## config.mk

```make
export PLATFORM = sky130hd
export DESIGN_NAME = sample_playback_src
export DESIGN_NICKNAME = d
export VERILOG_FILES = /design/src/rtl/sample_playback_src.sv
export SDC_FILE = /design/constraint.sdc
export NUM_CORES = 1
export LEC_CHECK = 0
export ABC_AREA = 1
export CAP_MARGIN = 20
export CORE_AREA = 2 2 179 181
export DETAILED_ROUTE_END_ITERATION = 16
export DIE_AREA = 0 0 181 183
export GPL_TIMING_DRIVEN = 1
export SYNTH_ARGS = -nofsm -noshare
export SYNTH_HDL_FRONTEND = slang
export SYNTH_SLANG_ARGS = --single-unit
```

## constraint.sdc

```tcl
create_clock -name clk -period 2.02 [get_ports clk]
set_input_delay 0.404 -clock clk [delete_from_list [all_inputs] [get_ports clk]]
set_output_delay 0.404 -clock clk [all_outputs]
set_load 0.005 [all_outputs]
```

## src/rtl/sample_playback_src.sv

```systemverilog
// -----------------------------------------------------------------------------
// sample_playback_src
//
// Purpose: holds a window of samples in a small block RAM and plays them out
// as a paced stream (one sample every rate_div+1 cycles), single-shot or
// looping, with start/stop control and an end-of-pass pulse.
//
// Configuration macro: SAMPLE_PLAYBACK_LOOP_EN
//   defined   -> loop_en repeats the pass until stop
//   undefined -> loop_en is ignored, every pass is single-shot
//
// Ports:
//   clk        in   1            single clock, posedge
//   reset      in   1            synchronous, active-low
//   wr_en      in   1            RAM load strobe (accepted in any state)
//   wr_addr    in   AW           RAM load address
//   wr_data    in   DATA_WIDTH   RAM load data
//   start      in   1            playback start request (honoured in IDLE)
//   stop       in   1            playback abort request
//   length     in   AW+1         samples per pass (clamped to WIND_DEPTH)
//   rate_div   in   8            idle cycles between samples
//   loop_en    in   1            repeat playback
//   x_N        out  DATA_WIDTH   sample stream, holds value between pulses
//   x_N_valid  out  1            one-cycle sample qualifier
//   busy       out  1            playback in progress
//   done       out  1            pulse with the last sample of each pass
// -----------------------------------------------------------------------------
module sample_playback_src #(
    parameter int DATA_WIDTH = 16,
    parameter int WIND_DEPTH = 16,
    localparam int AW = (WIND_DEPTH > 1) ? $clog2(WIND_DEPTH) : 1
) (
    input  logic                  clk,
    input  logic                  reset,
    input  logic                  wr_en,
    input  logic [AW-1:0]         wr_addr,
    input  logic [DATA_WIDTH-1:0] wr_data,
    input  logic                  start,
    input  logic                  stop,
    input  logic [AW:0]           length,
    input  logic [7:0]            rate_div,
    input  logic                  loop_en,
    output logic [DATA_WIDTH-1:0] x_N,
    output logic                  x_N_valid,
    output logic                  busy,
    output logic                  done
);

    typedef enum logic [1:0] {
        S_IDLE  = 2'd0,
        S_PRIME = 2'd1,
        S_RUN   = 2'd2,
        S_WAIT  = 2'd3
    } state_t;

    localparam logic [AW:0] DEPTH_L = (AW+1)'(WIND_DEPTH);

    logic [DATA_WIDTH-1:0] r_mem [WIND_DEPTH];

    state_t                r_state;
    logic [AW-1:0]         r_addr;
    logic [AW:0]           r_len;
    logic [7:0]            r_rate;
    logic                  r_loop;
    logic [7:0]            r_wait;
    logic [DATA_WIDTH-1:0] r_x_n;
    logic                  r_valid;
    logic                  r_busy;
    logic                  r_done;

    state_t                w_next_state;
    logic [AW:0]           w_eff_len;
    logic                  w_loop_in;
    logic                  w_last_addr;
    logic                  w_valid_nxt;
    logic                  w_busy_nxt;
    logic                  w_done_nxt;

`ifdef SAMPLE_PLAYBACK_LOOP_EN
    assign w_loop_in = loop_en;
`else
    assign w_loop_in = loop_en & 1'b0;
`endif

    // Clamp the requested pass length to the RAM depth and flag the final address.
    always_comb begin
        w_eff_len   = length;
        w_last_addr = 1'b0;
        if (length > DEPTH_L) begin
            w_eff_len = DEPTH_L;
        end else begin
            w_eff_len = length;
        end
        // r_len is never zero while playing, so the subtraction cannot wrap into a match
        if ({1'b0, r_addr} == (r_len - (AW+1)'(1))) begin
            w_last_addr = 1'b1;
        end else begin
            w_last_addr = 1'b0;
        end
    end

    // Next-state logic; stop overrides everything else.
    always_comb begin
        w_next_state = r_state;
        if (stop) begin
            w_next_state = S_IDLE;
        end else begin
            case (r_state)
                S_IDLE: begin
                    if (start && (w_eff_len != '0)) begin
                        w_next_state = S_PRIME;
                    end else begin
                        w_next_state = S_IDLE;
                    end
                end
                S_PRIME: begin
                    w_next_state = S_RUN;
                end
                S_RUN: begin
                    // r_done is high exactly in the RUN cycle showing the last sample
                    if (r_done && !r_loop) begin
                        w_next_state = S_IDLE;
                    end else if (r_rate == 8'd0) begin
                        w_next_state = S_RUN;
                    end else begin
                        w_next_state = S_WAIT;
                    end
                end
                S_WAIT: begin
                    if (r_wait <= 8'd1) begin
                        w_next_state = S_RUN;
                    end else begin
                        w_next_state = S_WAIT;
                    end
                end
                default: begin
                    w_next_state = S_IDLE;
                end
            endcase
        end
    end

    // Output decode from the next state; the results are registered below.
    always_comb begin
        w_valid_nxt = 1'b0;
        w_busy_nxt  = 1'b0;
        w_done_nxt  = 1'b0;
        if (w_next_state == S_RUN) begin
            w_valid_nxt = 1'b1;
            w_done_nxt  = w_last_addr;
        end else begin
            w_valid_nxt = 1'b0;
            w_done_nxt  = 1'b0;
        end
        if (w_next_state != S_IDLE) begin
            w_busy_nxt = 1'b1;
        end else begin
            w_busy_nxt = 1'b0;
        end
    end

    // RAM write port; contents deliberately survive reset.
    always_ff @(posedge clk) begin
        if (wr_en) begin
            r_mem[wr_addr] <= wr_data;
        end
    end

    // State, pass parameters, read address and registered outputs.
    always_ff @(posedge clk) begin
        if (!reset) begin
            r_state <= S_IDLE;
            r_addr  <= '0;
            r_len   <= '0;
            r_rate  <= 8'd0;
            r_loop  <= 1'b0;
            r_wait  <= 8'd0;
            r_x_n   <= '0;
            r_valid <= 1'b0;
            r_busy  <= 1'b0;
            r_done  <= 1'b0;
        end else begin
            r_state <= w_next_state;

            // Pass parameters are frozen at the moment the start is accepted
            if ((r_state == S_IDLE) && (w_next_state == S_PRIME)) begin
                r_len  <= w_eff_len;
                r_rate <= rate_div;
                r_loop <= w_loop_in;
            end

            if ((r_state == S_RUN) && (w_next_state == S_WAIT)) begin
                r_wait <= r_rate;
            end else if (r_state == S_WAIT) begin
                r_wait <= r_wait - 8'd1;
            end

            // Synchronous read: the RAM output register is x_N itself, loaded
            // only when a sample is emitted so it holds between pulses. A write
            // to the same address on this edge is not yet visible (read-first).
            if (w_next_state == S_RUN) begin
                r_x_n  <= r_mem[r_addr];
                r_addr <= w_last_addr ? '0 : (r_addr + AW'(1));
            end else if (w_next_state == S_IDLE) begin
                r_addr <= '0;
            end

            r_valid <= w_valid_nxt;
            r_busy  <= w_busy_nxt;
            r_done  <= w_done_nxt;
        end
    end

    assign x_N       = r_x_n;
    assign x_N_valid = r_valid;
    assign busy      = r_busy;
    assign done      = r_done;

endmodule

```

# Yosys cells after proc, flatten, opt, wreduce, memory -nomap -nowiden
# Memory sizes are Yosys's and may differ from the RTL's. A register that Yosys moved wholly into a read port is not among the register bits.
# Index checks and enable logic that the tools add are counted.
# W data, S select, Z words.
dict set report word_totals {
  ff_bits 30
  mem_bits_rw 256
  in_bits 39
  out_inout_bits 19
  elab_cells 50
  n_memories 1
}
dict set report classes {
  addsub 3
  n_lt_le_gt_ge 2
  eq_ne 7
  mux 17
  n_reduce_logical 12
}
# memory depth word_bits rd rd_ports_with_merged_regs write_ports line_no
set mem_list {}
lappend mem_list {r_mem 16 16 1 1 1 58} ;# logic [DATA_WIDTH-1:0] r_mem [WIND_DEPTH];
# operator n
set ops {}
lappend ops {{$mux W8} 2}
lappend ops {{$mux W4} 3}
lappend ops {{$eq A2 B2 Y1 const B} 4}
lappend ops {{$le A8 B1 Y1 const B} 1}
lappend ops {{$logic_not A8 Y1} 1}
lappend ops {{$mux W1} 8}
lappend ops {{$pmux W2 S4} 1}
lappend ops {{$sub A8 B1 Y8 const B} 1}
lappend ops {{$reduce_bool A2 Y1} 3}
lappend ops {{$eq A4 B5 Y1} 1}
lappend ops {{$gt A5 B5 Y1 const B} 1}
lappend ops {{$mux W5} 1}
lappend ops {{$reduce_bool A5 Y1} 1}
lappend ops {{$sub A5 B1 Y5 const B} 1}
lappend ops {{$add A4 B1 Y4 const B} 1}
lappend ops {{$eq A2 B1 Y1 const B} 2}
lappend ops {{$logic_not A2 Y1} 2}
lappend ops {{$mux W2} 2}
lappend ops {{$logic_and A1 B1 Y1} 3}
lappend ops {{$reduce_and A2 Y1} 1}
lappend ops {{$logic_not A1 Y1} 1}

# Logic depth before layout (Yosys ltp)
# Gate-level depths: netlist of the first run.
dict set report depth {
  ltp_word 10
  ltp_mapped 13
  ltp_nobuf 12
}

# Worst setup path after synthesis of the first run
# Ideal clock, no wire load.
dict set report synth_path {
  path_kind {input-to-reg}
  start {input port wr_addr[2]}
  end {memory r_mem[10][0], enable pin}
  setup_time_ns 0.388
  arrival_ns 1.315
  required_ns 1.632
  path_slack_ns 0.316
  stages 2
  n_path_buf 0
  path_cell_list {nand3b_1 -> nor2_1}
}
# element line_no
set synth_lines {}
lappend synth_lines {{from (decl)} 36} ;# input logic [AW-1:0] wr_addr,
lappend synth_lines {{to (decl)} 58}
# No word-level cell before the write port.

# Worst setup path after layout of the first run
dict set report layout_path {
  start {register r_x_n[14] (netlist: x_N[14]), read port of r_mem}
  end {output port x_N[14]}
}
# element line_no
set layout_lines {}
lappend layout_lines {{from (decl)} 66} ;# logic [DATA_WIDTH-1:0] r_x_n;
lappend layout_lines {{to (decl)} 43} ;# output logic [DATA_WIDTH-1:0] x_N,
# No word-level cell between the ends.

==> results of run 1 <==
[layout make-up]
class,count,area [sq um],area share [%]
Timing Repair Buffer,117,1306,8.823
Inverter,33,133.9,0.9043
Sequential cell,302,8612,58.17
Tap cell,402,503.0,3.397
Clock buffer,40,829.5,5.603
Clock inverter,18,145.1,0.9803
Multi-Input combinational cell,672,3276,22.12
[timing repair]
action / 4_1_cts / 5_1_grt
setup endpoints to repair: 0 / 1
gates resized for setup: 0 / 1
hold buffers: 0 / 0
[path summary, 6_finish.rpt]
path / cells past startpoint / end / slack (ps)
max: 1 / x_N[14] / 180
min: 3 / r_rate[6] / 430
max reg2reg: 10 / x_N[10] / 200
min reg2reg: 2 / r_rate[7] / 480
[metal layers]
metal	vias up	GRT usage, %
met5	-	0
li1	3995	-
met2	221	28.83
met1	3967	22.87
met4	0	4.650
met3	50	2.899
[Yosys cell counts (2+ instances only)]
master,count,area (sq um)
sky130_fd_sc_hd__a21oi_1,21,105.1
sky130_fd_sc_hd__a22oi_1,4,30.03
sky130_fd_sc_hd__buf_1,4,15.01
sky130_fd_sc_hd__buf_2,28,140.1
sky130_fd_sc_hd__buf_4,9,67.56
sky130_fd_sc_hd__buf_6,2,22.52
sky130_fd_sc_hd__clkbuf_1,17,63.81
sky130_fd_sc_hd__dfxtp_1,46,920.9
sky130_fd_sc_hd__edfxtp_1,256,7687
sky130_fd_sc_hd__ha_1,4,50.05
sky130_fd_sc_hd__inv_1,20,75.07
sky130_fd_sc_hd__inv_2,10,37.54
sky130_fd_sc_hd__nand2_1,66,247.7
sky130_fd_sc_hd__nand2_2,3,18.77
sky130_fd_sc_hd__nand3_1,36,180.2
sky130_fd_sc_hd__nand3b_1,2,15.01
sky130_fd_sc_hd__nand4_1,9,56.30
sky130_fd_sc_hd__nor2_1,262,983.4
sky130_fd_sc_hd__nor2_4,2,22.52
sky130_fd_sc_hd__o211ai_1,30,225.2
sky130_fd_sc_hd__o21ai_0,156,780.8
sky130_fd_sc_hd__o21ai_1,38,190.2
sky130_fd_sc_hd__o22ai_1,17,106.4
sky130_fd_sc_hd__or2_2,2,12.51
sky130_fd_sc_hd__xnor2_1,2,17.52
sky130_fd_sc_hd__xor2_1,5,43.79
[flip-flops by register name, summed over array words and instances (netlist names), 2 cells and up]
| register | flops |
|---|---|
| r_addr | 4 |
| r_len | 5 |
| r_mem | 256 |
| r_rate | 8 |
| r_state | 2 |
| r_wait | 8 |
| x_N | 16 |
[cell families after synthesis]
family	after synthesis	share of synthesized area [%]
AOI/OAI and AO/OA	272	12.17
xor gates and xnor gates	7	0.4981
adders and majority gates	4	0.4066
buffers and inverters	95	3.802
DFF	302	69.94
and+or+nand+nor	389	13.18
[power groups by stage]
stage,clock network [mW],logic [mW],registers (mW)
CTS,5.54,0.747,6.95
detailed placement,0,0.743,7.09
finish,5.44,0.738,6.95
global route,5.80,0.819,6.96
global placement,0,0.732,7.08
floorplan,0,0.378,7.08
==> results.json, run 1 <==
{
  "die_area_sq_um": 33120,
  "final_period_minus_worst_setup_slack_ps": 1843,
  "synth_warnings": 0,
  "routed-via-count": 8233,
  "wl_per_cell_um": 17.89,
  "fin_util_pct": 47.41,
  "final-hold-violation-count": 0,
  "filler_cell_count": 2806,
  "met1Wirelength_mm": 12.57,
  "buffer_and_inverter_count_on_the_worst_path": 1,
  "post-cts-setup-buffers": 0,
  "worst_hold_path_type": "primary input to flip-flop",
  "cts-htree-levels": 1,
  "grt_first_pass_wirelength_mm": 43.79,
  "drv_cap": 0,
  "number_of_antenna_repair_diodes": 0,
  "cts.reportedPaths.clkPinSlew_ps": 60,
  "postSynth.topFlopCell": "sky130_fd_sc_hd__edfxtp_1",
  "synth_async_sr_flop_share_pct": 0,
  "final_common_cell": "sky130_fd_sc_hd__edfxtp_1",
  "worstMarginPinSlew_ps": 652.7,
  "p_total_mw": 13.13,
  "critical_path.cell_chain": "clkdlybuf4s50_1",
  "p_sw_mw": 2.792,
  "port_buffers": 56,
  "placementRows": 65,
  "clock-skew-final_ps": 9.757,
  "hold_ws_ps": 429.1,
  "synth.net_count": 1112,
  "cts_root_buffer": "sky130_fd_sc_hd__clkbuf_16",
  "wirelength_mm": 28.34,
  "synthesis.area_per_instance_sq_um": 11.51,
  "cp.required_ps": 1620,
  "criticalPathCategory": "flip-flop to primary output",
  "number_of_flip_flops_and_latches_in_the_synthesized_netlist": 302,
  "number_of_sinks_on_the_clock_net": 302,
  "power_per_cell_area_nw_per_um2": 886.8,
  "pre_cts_slack_ps": 2.837,
  "cp.arrival_ps": 1440,
  "critical_path.endpoint_type": "primary output",
  "run_status": "finished clean",
  "top_layer": "met4",
  "drt.antenna.violating_nets": 0,
  "fin_setup_tns_ps": 0,
  "rsz0062_at_grt": "false",
  "final_cells": 1584,
  "first_global_vias": 7800,
  "grt_max_degree": 50,
  "internal_power_mw": 10.34,
  "maxSlewViolCount": 0,
  "syn_inst": 1069,
  "syn2layout_area_growth_pct": 20.29,
  "fin_nets": 1200,
  "dpl.hpwl_mm": 17.81,
  "floorplan.io_pins": 58,
  "setup_slack_ps": 176.8,
  "final.period_utilization_pct": 91.25,
  "vdd.ir_drop.worst_uv": 699.0,
  "critPathLaunch": "x_N[14]",
  "clk_latency_ps": 550,
  "tritoncts.num_buffers": 31,
  "synth_cell_types": 44,
  "detail_route.first_pass.iterations": 7,
  "met2_wirelength_mm": 13.57,
  "crit_path_start_kind": "flip-flop",
  "layout.cells.most_common_list": "sky130_fd_sc_hd__edfxtp_1 (256), sky130_fd_sc_hd__nor2_1 (246), sky130_fd_sc_hd__o21ai_0 (156)",
  "crit_path_max_incr_delay_ps": 530,
  "drt_iter0_markers": 586,
  "net_switching_fraction_of_the_power_pct": 21.26,
  "pwr-share-clk_pct": 41.4,
  "die-height_um": 183,
  "drive_gt1_share_pct": 12.86,
  "initial_utilization_pct": 39.41,
  "place.detailed.instances": 1526,
  "leakagePower_nw": 5.090,
  "top_fanout_value_on_the_critical_path": 2,
  "core_area_sq_um": 31230,
  "clock_path_buffers": 3,
  "pwr-share-comb_pct": 5.6,
  "synth_edf_count": 256,
  "post_dp_cell_area_sq_um": 13830,
  "maxClockFrequency_mhz": 542.5,
  "synth_sequential_area_ratio_pct": 69.94,
  "gp_routability_congestion": 0.8069,
  "worstReg2RegStart": "r_addr[0]",
  "final_design_area_no_fill_sq_um": 14810,
  "holdCritStartpoint": "rate_div[6]",
  "setup-violations-final": 0,
  "cts_tree": "done",
  "p_seq_share_pct": 53.0,
  "synth.cell_area_sq_um": 12310,
  "routed_via_density": 5.198,
  "drc": 0,
  "slew-limit-headroom_pct": 56.35,
  "route.met3.wl_mm": 1.609,
  "critical-path-top-delay-family": "buffers and inverters",
  "grt-ovfl-total": 0,
  "grt_usage_pct": 17.05,
  "floorplan.die.width_um": 181,
  "critPathSlowestCell": "sky130_fd_sc_hd__clkdlybuf4s50_1",
  "antenna_violations_before_repair": 0
}
Power figures use the tool's default switching activity.
==> run 2, diff against run 1 <==
--- a/config.mk
+++ b/config.mk
@@ -10,6 +10,7 @@
 export CORE_AREA = 2 2 179 181
 export DETAILED_ROUTE_END_ITERATION = 16
 export DIE_AREA = 0 0 181 183
+export DONT_BUFFER_PORTS = 1
 export GPL_TIMING_DRIVEN = 1
 export SYNTH_ARGS = -nofsm -noshare
 export SYNTH_HDL_FRONTEND = slang
==> results.json, run 2 (synthesized netlist as in run 1, its figures left out) <==
{
  "wl_per_cell_um": 19.42,
  "drc": 0,
  "net_switching_fraction_of_the_power_pct": 21.67,
  "core_area_sq_um": 31230,
  "antenna_violations_before_repair": 0,
  "timing.reg2reg.worst_path_depth": 8,
  "placementRows": 65,
  "floorplan.io_pins": 58,
  "die_area_sq_um": 33120,
  "top_fanout_value_on_the_critical_path": 54,
  "syn2layout_area_growth_pct": 15.32,
  "clock-skew-final_ps": 7.624,
  "power_per_cell_area_nw_per_um2": 926.1,
  "grt_max_degree": 55,
  "slew-limit-headroom_pct": 49.12,
  "routed_via_density": 5.270,
  "p_seq_share_pct": 53.0,
  "leakagePower_nw": 4.845,
  "criticalPathCategory": "flip-flop to flip-flop",
  "maxSlewViolCount": 0,
  "layout.cells.most_common_list": "sky130_fd_sc_hd__edfxtp_1 (256), sky130_fd_sc_hd__nor2_1 (246), sky130_fd_sc_hd__o21ai_0 (156)",
  "final_common_cell": "sky130_fd_sc_hd__edfxtp_1",
  "internal_power_mw": 10.30,
  "drt_iter0_markers": 694,
  "cts-htree-levels": 1,
  "clk_latency_ps": 570,
  "floorplan.die.width_um": 181,
  "postCtsResizedCells": 0,
  "final_cells": 1531,
  "clock_path_buffers": 3,
  "cts.reportedPaths.clkPinSlew_ps": 60,
  "critical_path.endpoint_type": "flip-flop",
  "worstMarginPinSlew_ps": 760.7,
  "pwr-share-comb_pct": 4.8,
  "drv_cap": 0,
  "detail_route.first_pass.iterations": 5,
  "vdd.ir_drop.worst_uv": 635.9,
  "drt.antenna.violating_nets": 0,
  "final-hold-violation-count": 0,
  "grt_usage_pct": 17.83,
  "dpl.hpwl_mm": 17.64,
  "fin_setup_tns_ps": 0,
  "first_global_vias": 7869,
  "tritoncts.num_buffers": 31,
  "top_register": "r_mem",
  "post-cts-setup-buffers": 0,
  "rsz0062_at_grt": "false",
  "final_design_area_no_fill_sq_um": 14190,
  "place.detailed.instances": 1451,
  "maxClockFrequency_mhz": 548.9,
  "routed-via-count": 8069,
  "wirelength_mm": 29.73,
  "grt-ovfl-total": 0,
  "number_of_antenna_repair_diodes": 0,
  "cp.required_ps": 2520,
  "cts_root_buffer": "sky130_fd_sc_hd__clkbuf_16",
  "initial_utilization_pct": 39.41,
  "cts_tree": "done",
  "port_buffers": 0,
  "grt_first_pass_wirelength_mm": 45.53,
  "run_status": "finished clean",
  "cp.arrival_ps": 2320,
  "setup-violations-final": 0,
  "final_period_minus_worst_setup_slack_ps": 1822,
  "fin_nets": 1149,
  "pwr-share-clk_pct": 42.2,
  "die-height_um": 183,
  "number_of_sinks_on_the_clock_net": 302,
  "crit_path_start_kind": "flip-flop",
  "gp_routability_congestion": 0.8218,
  "fin_util_pct": 45.45,
  "post_dp_cell_area_sq_um": 12970,
  "drive_gt1_share_pct": 11.43,
  "worstHoldPathCells": 2,
  "max_ffs_per_register": 256,
  "final.period_utilization_pct": 90.19,
  "worst_hold_path_type": "primary input to flip-flop",
  "p_sw_mw": 2.848,
  "p_total_mw": 13.15
}
## run 2: cell count changes in the layout (fill, tap and decap cells not counted), sizes merged
cell / delta
bufinv: +1
clkdlybuf4s50: -56
dlygate4sd3: +24
buf: -19
clkbuf: -4
clkinv: +1
## run 2: layer usage
layer	track usage, %	routed length (um)
met5	0	0
met4	4.520	611
met3	2.800	1334
met2	30.72	14300
met1	23.71	13480
## run 2: worst max-delay path, cell delays in order, from the launching register on
cell                      delay [ps]
sky130_fd_sc_hd__dfxtp_1         320
sky130_fd_sc_hd__inv_2           110
sky130_fd_sc_hd__buf_12          240
sky130_fd_sc_hd__o21ai_0         120
sky130_fd_sc_hd__o21ai_0         250
sky130_fd_sc_hd__o21ai_0         130
sky130_fd_sc_hd__o21ai_1         350
sky130_fd_sc_hd__nor2_1           90
sky130_fd_sc_hd__nor2_1          100
## run 2: power by group through the flow
stage | Clock [mW] | Combinational [mW] | Sequential, mW
after global routing | 5.89 | 0.706 | 6.98
final | 5.55 | 0.631 | 6.97
after floorplan | 0 | 0.378 | 7.08
after detailed placement | 0 | 0.520 | 7.10
after CTS | 5.66 | 0.636 | 6.97
after global placement | 0 | 0.511 | 7.09
## run 2: final timing paths
check,startpoint,to,slack (ps)
setup / recovery,r_addr[1],x_N[2],200
hold / removal,rate_div[5],r_rate[5],20
setup reg to reg,r_addr[1],x_N[2],200
hold reg to reg,r_rate[1],r_rate[1],490
## run 2: what timing repair did
item                                    in CTS  in global routing
hold buffers                                24                  0
endpoints found under the hold margin      285                  0
endpoints found under the setup margin       0                  0
## run 2: layout make-up
| type | instances | area [sq um] |
|---|---|---|
| tap | 402 | 503.0 |
| fill | 2884 | 17040 |
| clock inverter | 20 | 185.2 |
| clock buffer | 36 | 794.5 |
| inverter | 33 | 133.9 |
| sequential | 302 | 8612 |
| timing repair buffer | 66 | 693.2 |
| multi-input combinational | 672 | 3272 |
## run 2: through the flow
stage | worst slack [ps] | hold slack [ps]
2_1_floorplan | 316.4 | 443.5
3_3_place_gp | 259.8 | 464.3
3_5_place_dp | 234.4 | 471.6
4_1_cts | 238.8 | 0.9975
5_1_grt | 39.87 | 13.23
6_report | 198.1 | 22.41
==> edit, RTL diff (config.mk and constraints of run 1) <==
Add an input register stage for `rate_div`, cleared by the reset; this delays it by one clock. The other inputs are not delayed to match. Comments in the files are not updated.
--- a/src/rtl/sample_playback_src.sv
+++ b/src/rtl/sample_playback_src.sv
@@ -55,6 +55,16 @@
 
     localparam logic [AW:0] DEPTH_L = (AW+1)'(WIND_DEPTH);
 
+    logic [7:0] rate_div_q;
+
+    always_ff @(posedge clk) begin
+        if (!reset) begin
+            rate_div_q <= '0;
+        end else begin
+            rate_div_q <= rate_div;
+        end
+    end
+
     logic [DATA_WIDTH-1:0] r_mem [WIND_DEPTH];
 
     state_t                r_state;
@@ -185,7 +195,7 @@
             // Pass parameters are frozen at the moment the start is accepted
             if ((r_state == S_IDLE) && (w_next_state == S_PRIME)) begin
                 r_len  <= w_eff_len;
-                r_rate <= rate_div;
+                r_rate <= rate_div_q;
                 r_loop <= w_loop_in;
             end
 
Check against the original RTL: not equivalent (Yosys sat finds a counterexample within 4 cycles, from zero or initial values and one cycle with reset low).
==> edit against run 1 <==
- setup slack worse by 0.032 ns
- final cell count is 2.8% higher
- clock power is 11% higher
- area after synthesis is 1.4% higher
- routed wire length is 6.4% higher
- utilization is 0.92 points higher
- hold slack hardly changed
- cell area is 1.9% higher
- sequential cell count is 8 higher
- total power is 5.8% higher
==> edit: results (changes against run 1) <==
Synth
• **synthesized-area fraction occupied by adder cells** 0.401%, -0.0056 points
• **xor and xnor area share after synthesis** 0.632%, +0.13 points
• **commonest cells in the netlist** nor2_1 (274), edfxtp_1 (256), o21ai_0 (185)
• **dominant cells by area after synthesis** edfxtp_1 (62%), dfxtp_1 (8.7%), nor2_1 (8.2%)
• **sequential share of the synthesized area** 70.3%, +0.32 points
• **Synth Register Bits** 310, +2.6%
• **Synth Area in Compound Gates** 11.4%, -0.76 points
• **Gate Count Post-Synth** 1113, +4.1%
• **post-synthesis net count** 1156, +4.0%
• **number of warnings reported in the yosys synthesis log** 0, unchanged
• **number of library cell types mapped by synthesis** 32, -27%

Critical path
• **highest net fanout along the worst path** 2, unchanged
• **Worst Setup EP** x_N[15]
• **worst setup path startpoint** x_N[15]$_SDFFE_PN0N_
• **Critical Path AT** 1.47 ns, +0.03 ns
• **reg2reg start** r_wait[0]$_SDFFE_PN0P_
• **critical register-to-register path endpoint** x_N[6]$_SDFFE_PN0N_
• **slowest stage delay, CP** 0.57 ns, +0.04 ns
• **R2R depth** 12, +2

Global route
• **global-route usage over all layers** 18.3%, +1.3 points
• **number of global-route vias before repair** 8126, +4.2%
• **met3 demand-to-capacity share in global routing** 2.58%, -0.32 points
• **pin count of the biggest net entering global routing** 105, +110%
• **wire length of the first global-routing pass** 46600 um, +6.4%
• **GR met2 Demand/Resource** 31.1%, +2.2 points
• **GR Util met1** 24.8%, +1.9 points

Finish
• **non-clock buffer area fraction after layout** 8.26%, -0.56 points
• **Inverters** 44, +33%
• **multi-input gate share of total cell area** 21.7%, -0.40 points
• **fraction of final layout cells with drive strength greater than 1** 12.5%, -0.39 points
• **#MultiIn Comb** 695, +3.4%
• **filler cell count in the final layout** 2828, +0.78%
• **flip-flop and latch area** 8770 um2, +1.9%
• **Layout clock buffers** 43, +7.5%

Detailed routing
• **number of iterations in the first detailed-routing pass** 5, -2
• **mean number of vias per cell** 5.16, -0.64%
• **final wirelength** 30200 um, +6.4%
• **DRT iter0 DRCs** 738, +26%
• **wl on met1** 13300 um, +5.8%
• **met3 wire length** 1560 um, -2.9%
• **met2 routed wirelength** 14700 um, +8.3%

Place
• **worst setup timing slack at the placement stage** 0.0289 ns, +0.0261 ns
• **RePlAce Congestion** 0.801, -0.69%
• **dpl cell area** 14000 um2, +1.0%
• **DP HPWL** 18200 um, +2.0%

STA
• **relative slew slack** 58.2%, +1.8 points
• **min Tclk post-route** 1.88 ns, +0.0322 ns
• **minimum hold slack** 0.429 ns, -0.000438 ns

Power
• **LEAKAGE** 5.35 nW, +5.1%
• **internal portion of total power** 10.9 mW, +5.0%
• **highest ir drop seen on vdd** 623 uV, -11%

CTS
• **Num CTS Buffers** 34, +9.7%
• **source-to-sink clock delay at the later pin of the worst-skew pair** 0.52 ns, -0.03 ns
• **H-tree depth** 2, +1

Outcome
• **run status** completed

## edit: changes by cell type after synthesis, moves of 8 or more
cell      delta
o21ai_1     -28
clkbuf_1    +14
nand2_1     +24
inv_1       +17
o21ai_0     +29
nor2_1      +12
dfxtp_1      +8
## edit: power groups by stage
stage | logic [mW] | clock network, mW | registers, mW
final | 0.739 | 6.02 | 7.13
after floorplan | 0.381 | 0 | 7.25
after global placement | 0.723 | 0 | 7.26
after detailed placement | 0.738 | 0 | 7.27
after CTS | 0.743 | 6.14 | 7.13
after global routing | 0.822 | 6.44 | 7.14
## edit: repair_timing
item / 4_1_cts / 5_1_grt
endpoints found under the setup margin: 0 / 4
resized for setup: 0 / 3
endpoints found under the hold margin: 0 / 0
setup buffers: 0 / 0
## edit: worst min path at each step
stage / depth (start not counted) / endpoint / startpoint
2_1_floorplan: 2 / r_rate[4]$_SDFFE_PN0P_ / rate_div_q[4]$_SDFF_PN0_
3_3_place_gp: 2 / r_rate[7]$_SDFFE_PN0P_ / rate_div_q[7]$_SDFF_PN0_
3_5_place_dp: 2 / r_rate[4]$_SDFFE_PN0P_ / rate_div_q[4]$_SDFF_PN0_
4_1_cts: 3 / rate_div_q[0]$_SDFF_PN0_ / rate_div[0]
5_1_grt: 3 / rate_div_q[5]$_SDFF_PN0_ / rate_div[5]
6_report: 3 / rate_div_q[0]$_SDFF_PN0_ / rate_div[0]
## edit: worst reg2reg max path: stages, from the launching register on
cell,delay [ns]
dfxtp_1,0.32
inv_1,0.12
ha_2,0.24
nor2_1,0.05
nor2_1,0.09
nand2_1,0.06
nand2_1,0.10
nand3_4,0.14
nand2_4,0.13
nand2_4,0.08
buf_4,0.17
a21oi_1,0.14
nor2_1,0.06
